## config.mk

```make
export PLATFORM = sky130hd
export DESIGN_NAME = clint_regs
export DESIGN_NICKNAME = d
export VERILOG_FILES = /design/src/rtl/clint_regs.sv
export SDC_FILE = /design/constraint.sdc
export NUM_CORES = 1
export LEC_CHECK = 0
export ABC_AREA = 1
export BUFFER_PORTS_ARGS = -buffer_cell sky130_fd_sc_hd__buf_2
export CORE_ASPECT_RATIO = 1.1
export CORE_MARGIN = 2
export CORE_UTILIZATION = 45
export DETAILED_ROUTE_END_ITERATION = 8
export PLACE_DENSITY = 0.72
export SYNTH_ARGS = -nofsm -noshare
export SYNTH_HDL_FRONTEND = slang
export SYNTH_SLANG_ARGS = --single-unit
```

## constraint.sdc

```tcl
create_clock -name clk -period 2.9 [get_ports clk]
set_input_delay 0.435 -clock clk [delete_from_list [all_inputs] [get_ports clk]]
set_output_delay 0.435 -clock clk [all_outputs]
set_load 0.1 [all_outputs]
```

## src/rtl/clint_regs.sv

```systemverilog
// CLINT register block: msip, mtimecmp and mtime behind a
// single-outstanding valid/ready request/response port.
module clint_regs #(
  parameter int unsigned ADDR_W = 16,
  parameter logic [ADDR_W-1:0] MSIP_OFF = ADDR_W'(16'h0000),
  parameter logic [ADDR_W-1:0] MTIMECMP_OFF = ADDR_W'(16'h4000),
  parameter logic [ADDR_W-1:0] MTIME_OFF = ADDR_W'(16'hBFF8)
) (
  input  logic              clk,
  input  logic              rstn,
  input  logic              req_valid,
  output logic              req_ready,
  input  logic              req_we,
  input  logic [ADDR_W-1:0] req_addr,
  input  logic [63:0]       req_wdata,
  input  logic [7:0]        req_wstrb,
  output logic              rsp_valid,
  input  logic              rsp_ready,
  output logic [63:0]       rsp_rdata,
  output logic              rsp_err,
  input  logic              trigger_edge,
  output logic [63:0]       count,
  output logic [63:0]       countcmp,
  output logic [63:0]       msip
);

  typedef enum logic {IDLE, RESP} state_t;

  state_t      state;
  logic [63:0] count_q;
  logic [63:0] cmp_q;
  logic        msip_q;

  logic        accept;
  logic        hit_m;
  logic        hit_c;
  logic        hit_t;
  logic        acc_err;
  logic        wr;
  logic [63:0] rd_val;
  logic [63:0] cnt_inc;

  function automatic logic [63:0] merge(
    input logic [63:0] old,
    input logic [63:0] w,
    input logic [7:0]  s
  );
    logic [63:0] o;
    o = old;
    for (int i = 0; i < 8; i++)
      if (s[i]) o[8*i +: 8] = w[8*i +: 8];
    return o;
  endfunction

  assign req_ready = (state == IDLE);
  assign accept    = req_valid && (state == IDLE);
  assign count     = count_q;
  assign countcmp  = cmp_q;
  assign msip      = {63'b0, msip_q};

  always_comb begin
    hit_m   = (req_addr == MSIP_OFF);
    hit_c   = (req_addr == MTIMECMP_OFF);
    hit_t   = (req_addr == MTIME_OFF);
    acc_err = (req_addr[2:0] != 3'b0) || !(hit_m || hit_c || hit_t);
    wr      = accept && req_we && !acc_err;
    cnt_inc = count_q + 64'(trigger_edge);
    rd_val  = 64'b0;
    unique case (1'b1)
      hit_m:   rd_val = {63'b0, msip_q};
      hit_c:   rd_val = cmp_q;
      hit_t:   rd_val = count_q;
      default: rd_val = 64'b0;
    endcase
  end

  always_ff @(posedge clk) begin
    if (!rstn) begin
      state     <= IDLE;
      rsp_valid <= 1'b0;
      rsp_rdata <= 64'b0;
      rsp_err   <= 1'b0;
      count_q   <= 64'b0;
      cmp_q     <= '1;
      msip_q    <= 1'b0;
    end else begin
      // mtime write lands on the already-ticked value
      count_q <= (wr && hit_t) ?
                 merge(cnt_inc, req_wdata, req_wstrb) : cnt_inc;
      if (wr && hit_c)
        cmp_q <= merge(cmp_q, req_wdata, req_wstrb);
      if (wr && hit_m && req_wstrb[0])
        msip_q <= req_wdata[0];
      unique case (state)
        IDLE: begin
          if (req_valid) begin
            state     <= RESP;
            rsp_valid <= 1'b1;
            rsp_rdata <= (req_we || acc_err) ? 64'b0 : rd_val;
            rsp_err   <= acc_err;
          end
        end
        RESP: begin
          if (rsp_ready) begin
            state     <= IDLE;
            rsp_valid <= 1'b0;
            rsp_rdata <= 64'b0;
            rsp_err   <= 1'b0;
          end
        end
        default: state <= IDLE;
      endcase
    end
  end

endmodule

```

==> flow_summary.toml <==
[setup_path]
critPathCaptureType = "flop"
critPathMaxFanout = 6
crit_type = "flop to flop"
required_ns = 3.28
crit_arrival_ns = 2.78
rrSetupSlack_ns = 0.50
startpoint_type = "flop"

[clock_tree]
clk_latency_ns = 0.45
clockBufferDepth = 2
clk_pin_slew_ns = 0.08
postCtsSetupBuffers = 0
cts_sinks = 196
cts_tree = "built"
cts_hold_buf = 0
htreeDepth = 4
cts_root_buf = "clkbuf_16"
numCtsBuffers = 17
cts.repair.resized = 0

[grt]
grt_max_degree = 131
grt_util_met2_pct = 53.13
grt_use_met1_pct = 42.53
first_global_vias = 10912
antenna_found_initial = 0
top_usage_layer = "met2"
gr-usage-met3_pct = 6.011
grt_pass1_wl_um = 63560
grtUsageTotal_pct = 31.83
grt_overflow_total = 0

[timing]
setup-tns-final_ns = 0
fin_skew_ns = 0.01764
holdWs_ns = 0.2114
tightest_slew_ns = 0.8750
hold_viol_final = 0
finalSetupViolCount = 0
fmax_ghz = 0.4167
period_needed_ns = 2.400
slew_headroom_pct = 41.61
min_period_over_period_pct = 82.75
worst_slack_ns = 0.5001
rsz0062_at_grt = "false"
final_max_slew_viol_count = 0

[power]
peakVddDrop_uv = 380.2
p_leak_nw = 6.499
powerDensity_mw_per_mm2 = 439.2

[route]
wl_per_cell_um = 17.77
wl_um = 41510
drtIter0Drc = 832
vias = 11831
route.detailed.drc = 0
vias_per_cell = 5.065
dr.pass1.iters = 7
drtAntennaViolNets = 0

[final_layout]
multi_input_area_sq_mm = 0.005739
final_common_cell = "nand2_1"
fill_cells = 2508
stdcell_count = 2336
drive_gt1_share_pct = 18.71
regArea_sq_mm = 0.003924
diodes = 0
finalNetCount = 2116
final_cell_mix = "nand2_1 (470), nor2_1 (372), buf_2 (288)"
area_delta_synth_final_pct = 19.14

[synthesis]
ys_top_cells_by_area = "dfxtp_1 (36%), nand2_1 (16%), nor2_1 (13%)"
seq_area_frac_synth_pct = 36.07
synth_area_leader_cell = "dfxtp_1"
synth_cells = 1755
synth-seq-cells = 196
yosysWarnings = 0
syn_area_per_cell_sq_um = 6.198
synth_cell_types = 30
synth_area_sq_mm = 0.01088
synth_top_cell_area_share_pct = 36.07

[placed_design]
dp_hpwl_um = 31940
gp_congestion = 0.9792
port_buffers = 289
place_ws_ns = 0.2390
placed_cells = 2306

[run]
maxCapViolCount = 0

[outcome]
status = "complete, no violations"

[floorplan]
num_rows = 59
ios = 353
die-area_sq_mm = 0.02543
die_h_um = 167.1
start_util_pct = 45.91
core_sq_mm = 0.02370
die_x_um = 152.2

[worst_hold_path]
hold_class = "input pin to flop"
==> cell families after synthesis <==
kind of cell    synth area share (%)
other cells                  0.03447
xor+xnor                       1.771
buf+inv                        13.41
flops                          36.07
fa+ha+maj                     0.2300
compound gates                 9.294
simple gates                   39.19
==> metrics by stage <==
step	total power (W)	utilization [%]	cell area, sq um
floorplan	0.003352	-	11110
global placement	0.003436	52.39	12420
detailed placement	0.003437	52.39	12420
CTS	0.005716	54.69	12960
global route	0.005877	54.69	12960
finish	0.005692	54.69	12960
==> power by group <==
group	switching, W	internal (W)
combinational	0.000590	0.0000859
clock	0.00119	0.00113
sequential	0.00000756	0.00269
==> synth_stat cells <==
master and number:
a21oi_1 74, and2_1 2, buf_1 4, buf_2 23, buf_4 68, buf_6 1, clkbuf_1 32, clkinv_1 1
conb_1 1, dfxtp_1 196, ha_1 2, inv_1 177, inv_2 5, nand2_1 470, nand2_2 3, nand3_1 138
nand3_2 3, nand4_1 24, nand4_2 4, nand4_4 1, nor2_1 372, nor2_2 11, nor2_4 3, nor3_1 2
nor3_4 1, o211ai_1 8, o211ai_2 6, o21ai_0 67, o21ai_1 34, xor2_1 22
==> flip-flops by register name, summed over array words and instances, names as in the netlist <==
| signal | count |
|---|---|
| state | 1 |
| rsp_valid | 1 |
| rsp_rdata | 64 |
| msip_q | 1 |
| count | 64 |
| rsp_err | 1 |
| countcmp | 64 |
==> worst paths after layout <==
kind                               from                    endpoint  depth (start not counted)
max reg2reg         count[0]$_SDFF_PN0_        count[54]$_SDFF_PN0_                         10
max                 count[0]$_SDFF_PN0_        count[54]$_SDFF_PN0_                         10
min                        req_wdata[2]    countcmp[2]$_SDFFE_PN1P_                          3
min reg2reg  rsp_rdata[45]$_SDFFE_PN0P_  rsp_rdata[45]$_SDFFE_PN0P_                          2
==> cell type report <==
type,count,share of cell area [%]
multi-input combinational,1310,44.28
sequential,196,30.28
timing repair buffer,312,12.99
inverter,183,5.300
clock buffer,18,3.311
tap,305,2.945
clock inverter,12,0.8882
==> worst max-delay path, cell delays in order (launching register included) <==
cell and delay (ns):
dfxtp_1 0.35, ha_1 0.26, ha_1 0.22, nand2_1 0.12, nor2_4 0.20, nand2_1 0.16
nor3_1 0.61, nand3_1 0.14, nand3_1 0.11, nand2_1 0.06, nor2_1 0.10
==> layer usage <==
metal | vias to the layer above | part of all wire, % | wire length, um
met4 | 0 | 1.9 | 778
li1 | 5903 | - | -
met1 | 5415 | 44 | 18180
met5 | - | 0 | 0
met2 | 472 | 47 | 19630
met3 | 41 | 7.0 | 2921
(Power assumes the default switching activity.)
